===== config.mk =====
export PLATFORM = sky130hd
export DESIGN_NAME = iob_regfile_2p_ctrl
export DESIGN_NICKNAME = d
export VERILOG_FILES = /design/src/rtl/iob_regfile_2p_ctrl.sv
export SDC_FILE = /design/constraint.sdc
export NUM_CORES = 1
export LEC_CHECK = 0
export BUFFER_PORTS_ARGS = -buffer_cell sky130_fd_sc_hd__buf_2
export CORE_MARGIN = 10
export CORE_UTILIZATION = 36
export CTS_BUF_LIST = sky130_fd_sc_hd__clkbuf_8
export DETAILED_ROUTE_END_ITERATION = 7
export GPL_TIMING_DRIVEN = 1
export PLACE_DENSITY = 0.84
export SYNTH_ARGS = -nofsm -noshare
export SYNTH_HDL_FRONTEND = slang
export SYNTH_SLANG_ARGS = --single-unit

===== constraint.sdc =====
create_clock -name clk_i -period 1.53 [get_ports clk_i]
set_input_delay 0.153 -clock clk_i [delete_from_list [all_inputs] [get_ports clk_i]]
set_output_delay 0.153 -clock clk_i [all_outputs]
set_load 0.05 [all_outputs]

===== src/rtl/iob_regfile_2p_ctrl.sv =====
// IOb-native initiator for the 2-port register file: issues registered writes,
// holds the read address and returns read data with valid/ready back-pressure.
module iob_regfile_2p_ctrl #(
    parameter int unsigned N       = 8,
    parameter int unsigned W       = 8,
    parameter int unsigned DATA_W  = 32,
    parameter int unsigned ADDR_W  = 4,
    parameter int unsigned RDATA_W = DATA_W,
    parameter int unsigned RADDR_W = ADDR_W - $clog2(DATA_W / 8)
) (
    input  logic                                      clk_i,
    input  logic                                      cke_i,
    input  logic                                      arst_i,
    input  logic                                      iob_valid_i,
    input  logic [ADDR_W-1:0]                         iob_addr_i,
    input  logic [DATA_W-1:0]                         iob_wdata_i,
    input  logic [DATA_W/8-1:0]                       iob_wstrb_i,
    output logic                                      iob_ready_o,
    output logic                                      iob_rvalid_o,
    output logic [DATA_W-1:0]                         iob_rdata_o,
    input  logic                                      iob_rready_i,
    output logic                                      wen_o,
    output logic [RADDR_W+ADDR_W+DATA_W/8+DATA_W-1:0] req_o,
    input  logic [RDATA_W-1:0]                        resp_i,
    output logic                                      err_o,
    input  logic                                      err_clr_i
);

    localparam int unsigned WSTRB_W = DATA_W / 8;
    localparam int unsigned WADDR_W = ADDR_W;
    localparam int unsigned BOFF_W  = $clog2(WSTRB_W);
    localparam int unsigned NWORDS  = (N * W + DATA_W - 1) / DATA_W;
    localparam logic [ADDR_W-1:0] BOFF_MASK = ADDR_W'((1 << BOFF_W) - 1);

    typedef struct packed {
        logic [RADDR_W-1:0] raddr;
        logic [WADDR_W-1:0] waddr;
        logic [WSTRB_W-1:0] wstrb;
        logic [DATA_W-1:0]  wdata;
    } req_t;

    typedef enum logic {
        S_IDLE = 1'b0,
        S_RESP = 1'b1
    } state_t;

    state_t state_q, state_d;
    req_t   req_q, req_d;
    logic   wen_q, wen_d;
    logic   rerr_q, rerr_d;
    logic   err_q, err_d;

    logic [ADDR_W-1:0] widx;
    logic              rvalid;
    logic              acc;
    logic              is_rd;
    logic              oor;

    // Request decode
    assign rvalid = (state_q == S_RESP);
    assign widx   = iob_addr_i >> BOFF_W;
    assign is_rd  = (iob_wstrb_i == '0);
    assign oor    = (32'(widx) >= NWORDS);

    assign iob_ready_o = !rvalid | iob_rready_i;
    assign acc         = iob_valid_i & iob_ready_o & cke_i;

    // Next-state and registered output logic
    always_comb begin
        state_d = state_q;
        req_d   = req_q;
        wen_d   = 1'b0;
        rerr_d  = rerr_q;
        err_d   = err_q;

        // Set wins over clear
        if (err_clr_i) begin
            err_d = 1'b0;
        end
        if (acc && oor) begin
            err_d = 1'b1;
        end

        if (acc) begin
            if (is_rd) begin
                req_d.raddr = widx[RADDR_W-1:0];
                rerr_d      = oor;
            end else if (!oor) begin
                wen_d       = 1'b1;
                req_d.waddr = iob_addr_i & ~BOFF_MASK;
                req_d.wstrb = iob_wstrb_i;
                req_d.wdata = iob_wdata_i;
            end
        end

        case (state_q)
            S_IDLE: begin
                if (acc && is_rd) begin
                    state_d = S_RESP;
                end
            end
            S_RESP: begin
                if (iob_rready_i) begin
                    state_d = (acc && is_rd) ? S_RESP : S_IDLE;
                end
            end
            default: state_d = S_IDLE;
        endcase
    end

    // State registers; cke_i low freezes everything
    always_ff @(posedge clk_i or posedge arst_i) begin
        if (arst_i) begin
            state_q <= S_IDLE;
            req_q   <= '0;
            wen_q   <= 1'b0;
            rerr_q  <= 1'b0;
            err_q   <= 1'b0;
        end else if (cke_i) begin
            state_q <= state_d;
            req_q   <= req_d;
            wen_q   <= wen_d;
            rerr_q  <= rerr_d;
            err_q   <= err_d;
        end
    end

    // A held wen_q must not write again while the clock is disabled
    assign wen_o        = wen_q & cke_i;
    assign req_o        = req_q;
    assign err_o        = err_q;
    assign iob_rvalid_o = rvalid;
    assign iob_rdata_o  = (rvalid && !rerr_q) ? DATA_W'(resp_i) : '0;

endmodule

==> results of run 1 <==
## placed cells by master, fill, tap and decap left out, drive strengths merged
cell type / netlist / layout
buf: 6 / 164
dfrtp: 44 / 44
mux2: 40 / 40
and2: 33 / 33
clkbuf: 3 / 9
nor2b: 3 / 3
nand2: 3 / 3
inv: 3 / 3
nor4: 2 / 2
conb: 1 / 2
clkinv: 0 / 2
nor3b: 1 / 1
a32o: 1 / 1
nor2: 1 / 1
a22o: 1 / 1
a21o: 1 / 1
dlygate4sd3: 0 / 1
## routing by layer
metal	routed length, um	vias to the layer above
li1	-	802
met1	2580	854
met2	3920	96
met3	775	8
met4	51	0
met5	0	-
## critical path, stage by stage, from the launching register on
cell	delay, ps
dfrtp_2	370
buf_6	100
nor2b_4	220
buf_12	160
and2_2	170
buf_6	160
## state kept, by name, indices dropped and copies added (netlist names)
register      count
wen_q             1
iob_rvalid_o      1
err_o             1
rerr_q            1
req_o            40
## metrics by stage
step	hold slack [ps]	total power, W
2_1_floorplan	293	0.00264
3_3_place_gp	180	0.00305
3_5_place_dp	184	0.00309
4_1_cts	70.5	0.00392
5_1_grt	72.5	0.00417
6_report	79.1	0.00398
## area by class of cell
class | count | area [um2]
clock buffers | 6 | 82.6
inverters | 3 | 11.3
clock inverters | 2 | 10.0
multi-input cells | 88 | 948
well taps | 70 | 87.6
flip-flops and latches | 44 | 1100
repair buffers | 168 | 1270
fillers | 376 | 1690
## path summary, 6_finish.rpt
kind                                          startpoint                        to  slack [ps]  depth (start not counted)
worst min register to register     req_o[39]$_DFFE_PP0P_     req_o[39]$_DFFE_PP0P_         500                          1
max in group asynchronous                         arst_i  iob_rvalid_o$_DFFE_PP0P_         650                          4
min in group asynchronous                         arst_i      req_o[3]$_DFFE_PP0P_         390                          3
worst max register to register  iob_rvalid_o$_DFFE_PP0P_      req_o[1]$_DFFE_PP0P_          30                          5
worst min-delay path                     iob_wdata_i[15]     req_o[15]$_DFFE_PP0P_          80                          2
worst max-delay path            iob_rvalid_o$_DFFE_PP0P_           iob_rdata_o[17]        -100                          5
## cell families (layout without fill, tap and decap cells)
logic type / count (synthesis) / count (layout) / synth area share
flops: 44 / 44 / 0.563
simple gates: 43 / 43 / 0.153
buf+inv: 12 / 179 / 0.0384
compound gates: 3 / 3 / 0.0134
other cells: 1 / 2 / 0.00192
mux: 40 / 40 / 0.230
## timing repair
action,4_1_cts,5_1_grt
gates cloned,1,3
hold endpoints to repair,19,0
buffers inserted,2,1
setup endpoints to repair,69,59
pin swaps,2,15
hold buffers,1,0
gates resized for setup,97,41
## report_power, final
group / switching (W) / internal (W) / total (W) / leakage, nW
registers: 0.000114 / 0.00138 / 0.00150 / 0.528
clock network: 0.000391 / 0.000361 / 0.000752 / 0.0510
logic: 0.00116 / 0.000573 / 0.00174 / 1.24
==> run metrics, run 1 <==
outcome=complete, but fails checks; failing checks=setup timing; layout net count=388; max cap viols=0; CP Max Fanout=16; Yosys warning count=0; gpl congestion=0.795; vias in the first global route=2010; Layout area overhead=79.7%; most crowded layer after global routing=met2; Syn Inst Count=143; grt ovf=0; Initial Util=0.376; CTS HTree Levels=2; WP data required=1380 ps; initial antenna violation count=0; Post-synth top cells=dfrtp_1, mux2_2, and2_1, buf_4; Clock Pin Slew Worst Setup and Hold Paths=90 ps; Antenna Cells=0; worst-case clock buffer depth=2; I/O Buffers=151; post-synthesis average cell area=13.7 um2; Period minus WS final=1630 ps; Finished Layout Cells=381; Pwr Density=1130 nW/um2; Fmax=612 MHz; final setup fails=32; final clock skew=10.4 ps; sequential area share after synthesis=0.563; Synth top area share=0.563; met1 Usage GRT=0.141; first-pass GRT wire length=10.3 mm; CTS Buf Count=5; largest net degree at the start of global routing=26; post-route ant nets=0; Die H=93.7 um; Die X=93.7 um; Total Routing Usage GR=0.147; vias per cell=4.62; FF+latch count, synth=44; final core occ=0.676; die area=8780 um2; top_reg_cell synth=dfrtp_1; CP Launch Type=register; CP endpoint kind=output pin; routed vias=1760; Place WS=-99.1 ps; drt first-iter violations=40; Core ar.=5200 um2; Remaining DRCs=0; Mapped Area=1960 um2; EDFF count, synth=0; TritonCTS clock tree=done; drt first pass iters=4; clock root buffer=clkbuf_8; post-synth top area cell=dfrtp_1; asr flop ratio synth=1.00; post-DP HPWL=5.35 mm; placed inst area=2880 um2; clk_lat worst skew=300 ps; RSZ-0062 raised after global routing=true; FP Rows=26; placed cells=366; WL final=7.32 mm; Wirelength per Cell=19.2 um; met2 usage=0.284; most frequent cell after synthesis=dfrtp_1; sum of negative setup slack=-2410 ps; worst endpoint data arrival time=1480 ps; count of different cell masters after synthesis=18; M3 GR Usage=0.0592; fin worst setup slack=-104 ps; VDD IR max=668 uV; final hold vios=0; top-level I/O count=156; Leakage=1.81 nW; layout cells sized above 1=0.820; clk sinks=44; Slew Limit Fails=0; Hold Crit Class=in -> reg; post-route cell area=3520 um2; Area contributors post-synth=dfrtp_1, mux2_2, and2_1; Setup CP Type=reg -> out; period utilisation layout=1.07
No activity file was read; power rests on OpenSTA's default activity.
==> run 2, diff against run 1 <==
--- a/config.mk
+++ b/config.mk
@@ -5,12 +5,13 @@
 export SDC_FILE = /design/constraint.sdc
 export NUM_CORES = 1
 export LEC_CHECK = 0
-export BUFFER_PORTS_ARGS = -buffer_cell sky130_fd_sc_hd__buf_2
+export BUFFER_PORTS_ARGS = -buffer_cell sky130_fd_sc_hd__clkbuf_2
 export CORE_MARGIN = 10
 export CORE_UTILIZATION = 36
 export CTS_BUF_LIST = sky130_fd_sc_hd__clkbuf_8
 export DETAILED_ROUTE_END_ITERATION = 7
 export GPL_TIMING_DRIVEN = 1
+export HOLD_SLACK_MARGIN = 0.12
 export PLACE_DENSITY = 0.84
 export SYNTH_ARGS = -nofsm -noshare
 export SYNTH_HDL_FRONTEND = slang
==> run 2 against run 1 <==
The run still ends with setup timing left; highest routed layer unchanged; sequential share of layout area is 4.9 points lower; total power is 4.9% higher; count of clock-buffer cells in the layout stayed put; non-clock buffer count is 34 higher; critical path depth stayed put; first-iteration DRC count is 90% higher; register-to-register slack worse by 100 ps; clock power is 2% lower; via count is 11% higher; flip-flop and latch count stayed put; sequential power hardly changed; critical path type unchanged.
==> run metrics, run 2 (synthesized netlist as in run 1, its figures left out) <==
worst path cell trace=buf_4, nor2b_4, clkbuf_16, and2_4, buf_12 (was buf_6, nor2b_4, buf_12, and2_2, buf_6); final hold vios=0 (unchanged); post-route ant nets=0 (unchanged); Hold Crit Class=in -> reg (unchanged); Core ar.=5200 um2 (unchanged); post-route cell area=4160 um2 (was 3520 um2); Critical Path Max Stage Delay=410 ps (was 370 ps); VDD IR max=835 uV (was 668 uV); layout net count=422 (was 388); WP data required=1380 ps (about the same); CTS Buf Count=5 (unchanged); post-DP HPWL=5.86 mm (was 5.35 mm); Wirelength per Cell=20.8 um (was 19.2 um); Die H=93.7 um (unchanged); final clock skew=3.61 ps (was 10.4 ps); first-pass GRT wire length=12.6 mm (was 10.3 mm); period utilisation layout=1.05 (was 1.07); Fmax=620 MHz (was 612 MHz); Clock Pin Slew Worst Setup and Hold Paths=80 ps (was 90 ps); fin worst setup slack=-81.9 ps (was -104 ps); Total Routing Usage GR=0.180 (was 0.147); gpl congestion=0.778 (was 0.795); I/O Buffers=151 (unchanged); max FFs per register=40 (unchanged); Top Family by Delay on Critical Path=buffers and inverters (unchanged); worst-case clock buffer depth=2 (unchanged); Leakage=2.09 nW (was 1.81 nW); drt first-iter violations=76 (was 40); Die X=93.7 um (unchanged); Finished Layout Cells=415 (was 381); CP Max Fanout=16 (unchanged); outcome=complete, but fails checks (unchanged); top-level I/O count=156 (unchanged); Slew Limit Fails=0 (unchanged); Remaining DRCs=0 (unchanged); Period minus WS final=1610 ps (was 1630 ps); initial antenna violation count=0 (unchanged); CP endpoint kind=output pin (unchanged); placed inst area=3360 um2 (was 2880 um2); Antenna Cells=0 (unchanged); FP Rows=26 (unchanged); vias per cell=4.69 (was 4.62); TritonCTS clock tree=done (unchanged); failing checks=setup timing (unchanged); final setup fails=71 (was 32); max cap viols=0 (unchanged); CTS HTree Levels=2 (unchanged); drt first pass iters=4 (unchanged); WL final=8.61 mm (was 7.32 mm); vias in the first global route=2273 (was 2010); worst endpoint data arrival time=1460 ps (was 1480 ps); largest net degree at the start of global routing=24 (was 26); Initial Util=0.376 (unchanged); placed cells=364 (was 366); Pwr Density=1000 nW/um2 (was 1130 nW/um2); Setup CP Type=reg -> out (unchanged); highest-count cells in the layout ignoring fill and taps=clkbuf_2, dfrtp_1, mux2_4 (was buf_2, dfrtp_1, mux2_4); layout cells sized above 1=0.745 (was 0.820); clk sinks=44 (unchanged); grt ovf=0 (unchanged); Fill cells=300 (was 376); Worst Path Buf+Inv=3 (unchanged); Multi-input gate area=1030 um2 (was 948 um2); most common cell after layout, fill and taps aside=clkbuf_2 (was buf_2); Reg area=1100 um2 (unchanged); CP Launch Type=register (unchanged); die area=8780 um2 (unchanged); RSZ-0062 raised after global routing=true (unchanged); routed vias=1946 (was 1760); Slew headroom=0.667; Worst-Margin Slew=499 ps; slowest cell on the critical path=dfrtp_2 (unchanged); Layout area overhead=113% (was 79.7%); clk_lat worst skew=280 ps (was 300 ps); clock root buffer=clkbuf_8 (unchanged)
==> run 2: cell types whose count changed in the layout (fill, tap and decap cells not counted), sizes merged <==
cell,previous run,this run
buf,164,46
clkbuf,9,129
dlygate4sd3,1,33
==> run 2: metrics by stage <==
stage	setup slack, ps	hold WS (ps)	util	total power (W)	setup TNS (ps)
floorplan	-210	293	-	0.00264	-4810
global placement	-64.7	187	0.646	0.00313	-1200
detailed placement	-97.9	194	0.646	0.00318	-1850
CTS	-109	124	0.778	0.00415	-5480
global route	-142	126	0.800	0.00435	-6770
finish	-81.9	127	0.800	0.00418	-3720
==> run 2: path summary, 6_finish.rpt <==
path | from | endpoint | slack, ps | cells past startpoint
worst max-delay path | iob_rvalid_o$_DFFE_PP0P_ | iob_rdata_o[0] | -80 | 5
worst min-delay path | iob_addr_i[2] | req_o[38]$_DFFE_PP0P_ | 130 | 2
worst max register to register | iob_rvalid_o$_DFFE_PP0P_ | req_o[31]$_DFFE_PP0P_ | -70 | 6
worst min register to register | wen_q$_DFFE_PP0P_ | wen_q$_DFFE_PP0P_ | 500 | 1
max in group asynchronous | arst_i | iob_rvalid_o$_DFFE_PP0P_ | 610 | 4
min in group asynchronous | arst_i | req_o[1]$_DFFE_PP0P_ | 430 | 3
==> run 2: cell type report <==
| class | count | area share |
|---|---|---|
| timing repair buffer | 202 | 0.442 |
| sequential | 44 | 0.265 |
| multi-input combinational | 88 | 0.247 |
| tap | 70 | 0.0210 |
| clock buffer | 6 | 0.0198 |
| inverter | 3 | 0.00271 |
| clock inverter | 2 | 0.00240 |
==> run 2: repair_timing <==
action | in CTS | in global routing
resized for setup | 58 | 26
endpoints found under the setup margin | 72 | 71
pin swaps | 2 | 1
gates cloned | 2 | 3
hold buffers | 33 | 0
endpoints found under the hold margin | 54 | 0
buffers inserted | 4 | 1
==> run 2: layer usage <==
| layer | routed length (um) | track usage | part of all wire | vias to the layer above |
|---|---|---|---|---|
| li1 | - | - | - | 873 |
| met1 | 3230 | 0.192 | 0.38 | 951 |
| met2 | 4520 | 0.331 | 0.53 | 111 |
| met3 | 743 | 0.0631 | 0.086 | 11 |
| met4 | 115 | 0.0380 | 0.013 | 0 |
| met5 | 0 | 0 | 0 | - |
==> run 2: report_power, final <==
| group | internal, W | switching [W] | total, W | leakage, nW |
|---|---|---|---|---|
| clock network | 0.000361 | 0.000378 | 0.000739 | 0.0510 |
| registers | 0.00138 | 0.000137 | 0.00152 | 0.528 |
| logic | 0.000710 | 0.00121 | 0.00192 | 1.51 |
| total | 0.00245 | 0.00173 | 0.00418 | 2.09 |
==> run 3, diff against run 2 <==
==> constraint.sdc (replaced) <==
create_clock -name clk_i -period 1.53 [get_ports clk_i]
set_input_delay 0.0765 -clock clk_i [delete_from_list [all_inputs] [get_ports clk_i]]
set_output_delay 0.0765 -clock clk_i [all_outputs]
set_load 0.05 [all_outputs]
==> run 3 against run 2 <==
The flow now finishes without violations; design area fell by 3.2%; sequential power barely moved; count of clock-buffer cells in the layout did not move; sequential share of layout area rose by 0.87 points; largest power group unchanged; largest cell class unchanged; first-iteration DRC count fell by 51%.
==> run metrics, run 3 (synthesized netlist as in run 1, its figures left out) <==
outcome=finished clean (was complete, but fails checks); max cap viols=0 (unchanged); Clock Pin Slew Worst Setup and Hold Paths=80 ps (about the same); CP Max Fanout=8 (was 16); crit path from=iob_rvalid_o$_DFFE_PP0P_ (unchanged); RSZ-0062 raised after global routing=true (unchanged); vias per cell=4.62 (was 4.69); Layout area overhead=106% (was 113%); layout net count=427 (was 422); CP endpoint kind=output pin (unchanged); I/O Buffers=151 (unchanged); post-route cell area=4030 um2 (was 4160 um2); final setup fails=0 (was 71); final clock skew=2.95 ps (was 3.61 ps); Fmax=659 MHz (was 620 MHz); Remaining DRCs=0 (unchanged); placed inst area=3300 um2 (was 3360 um2); Slew Limit Fails=0 (unchanged); fin worst setup slack=12.3 ps (was -81.9 ps); initial antenna violation count=0 (unchanged); Reg2Reg Setup Slack=20 ps (was -70 ps); WL final=8.32 mm (was 8.61 mm); Setup CP Type=reg -> out (unchanged); max FFs per register=40 (unchanged); period utilisation layout=0.992 (was 1.05); highest-count cells in the layout ignoring fill and taps=clkbuf_2, dfrtp_1, dlygate4sd3_1 (was clkbuf_2, dfrtp_1, mux2_4); layout cells sized above 1=0.714 (was 0.745); WP data required=1450 ps (was 1380 ps); Worst Hold Path EP=rerr_q$_DFFE_PP0P_ (was req_o[38]$_DFFE_PP0P_); first-pass GRT wire length=12.3 mm (was 12.6 mm); drt first-iter violations=37 (was 76); clock root buffer=clkbuf_8 (unchanged); CTS HTree Levels=2 (unchanged); Place WS=-130 ps (was -97.9 ps); FP Rows=26 (unchanged); drt first pass iters=4 (unchanged); post-DP HPWL=5.77 mm (was 5.86 mm); FF-to-FF End=req_o[19]$_DFFE_PP0P_ (was req_o[31]$_DFFE_PP0P_); routed vias=1939 (was 1946); TritonCTS clock tree=done (unchanged); Core ar.=5200 um2 (unchanged); gpl congestion=0.809 (was 0.778); Hold Crit Class=in -> reg (unchanged); Die X=93.7 um (unchanged); sum of negative setup slack=0 ps (was -3720 ps); Wirelength per Cell=19.8 um (was 20.8 um); Initial Util=0.376 (unchanged); grt ovf=0 (unchanged); Leakage=1.99 nW (was 2.09 nW); Total Routing Usage GR=0.179 (was 0.180); die area=8780 um2 (unchanged); hold-critical path depth=2 (unchanged); worst endpoint data arrival time=1440 ps (was 1460 ps); Pwr Density=1000 nW/um2 (about the same); Antenna Cells=0 (unchanged); hold_sp=iob_addr_i[3] (was iob_addr_i[2]); worst-case clock buffer depth=2 (unchanged); R2R cell count=5 (was 6); vias in the first global route=2218 (was 2273); clk_lat worst skew=290 ps (was 280 ps); top-level I/O count=156 (unchanged); most common cell after layout, fill and taps aside=clkbuf_2 (unchanged); post-route ant nets=0 (unchanged); Period minus WS final=1520 ps (was 1610 ps); largest net degree at the start of global routing=25 (was 24); CP Launch Type=register (unchanged); final core occ=0.774 (was 0.800); VDD IR max=913 uV (was 835 uV); final hold vios=0 (unchanged); CTS Buf Count=5 (unchanged); RR Startpoint=iob_rvalid_o$_DFFE_PP0P_ (unchanged); clk sinks=44 (unchanged); Die H=93.7 um (unchanged)
-- run 3: changes by cell type in the layout (fill, tap and decap cells not counted), sizes merged --
| cell | before | now |
|---|---|---|
| clkinv | 2 | 0 |
| buf | 46 | 44 |
| clkbuf | 129 | 125 |
| inv | 3 | 5 |
| bufbuf | 0 | 1 |
| dlygate4sd3 | 33 | 43 |
-- run 3: final cells by class --
| class | count | area [um2] |
|---|---|---|
| inverter | 3 | 11.3 |
| fill | 306 | 1170 |
| multi-input combinational | 88 | 902 |
| tap | 70 | 87.6 |
| clock inverter | 2 | 7.51 |
| sequential | 44 | 1100 |
| timing repair buffer | 207 | 1840 |
| clock buffer | 6 | 82.6 |
-- run 3: how the worst max path moves through the flow --
stage,endpoint,slack (ps)
detailed placement,req_o[14]$_DFFE_PP0P_,-130
global route,req_o[4]$_DFFE_PP0P_,-50
global placement,req_o[21]$_DFFE_PP0P_,-70
floorplan,req_o[16]$_DFFE_PP0P_,-210
finish,iob_rdata_o[13],10
CTS,iob_rdata_o[22],-30
-- run 3: repair_timing --
item	CTS	global route
cloned	5	0
gates resized for setup	32	20
hold buffers	43	0
hold endpoints to repair	61	0
pin swaps	1	25
setup endpoints to repair	69	67
buffers inserted	2	0
-- run 3: routing by layer --
metal,up-vias,part of all wire,global-route usage
met5,-,0,0
met4,0,0.0073,0.0316
met3,6,0.092,0.0647
met2,101,0.54,0.336
met1,948,0.36,0.188
li1,884,-,-
-- run 3: where the power goes --
group,internal (W),switching (W),leakage (nW)
Sequential,0.00138,0.000124,0.528
Combinational,0.000610,0.00120,1.41
Clock,0.000355,0.000363,0.0538
Total,0.00235,0.00168,1.99
-- run 3: metrics by stage --
step	instances	hold WS, ps	power, W
CTS	421	126	0.00404
floorplan	144	216	0.00263
detailed placement	363	101	0.00317
global placement	363	91.0	0.00312
global route	420	142	0.00421
finish	420	135	0.00403
-- run 3: worst max-delay path, cell delays in order (launching register included) --
cell and delay (ps):
dfrtp_2 360, buf_4 120, nor2b_4 220, buf_6 170, and2_4 160, buf_12 130
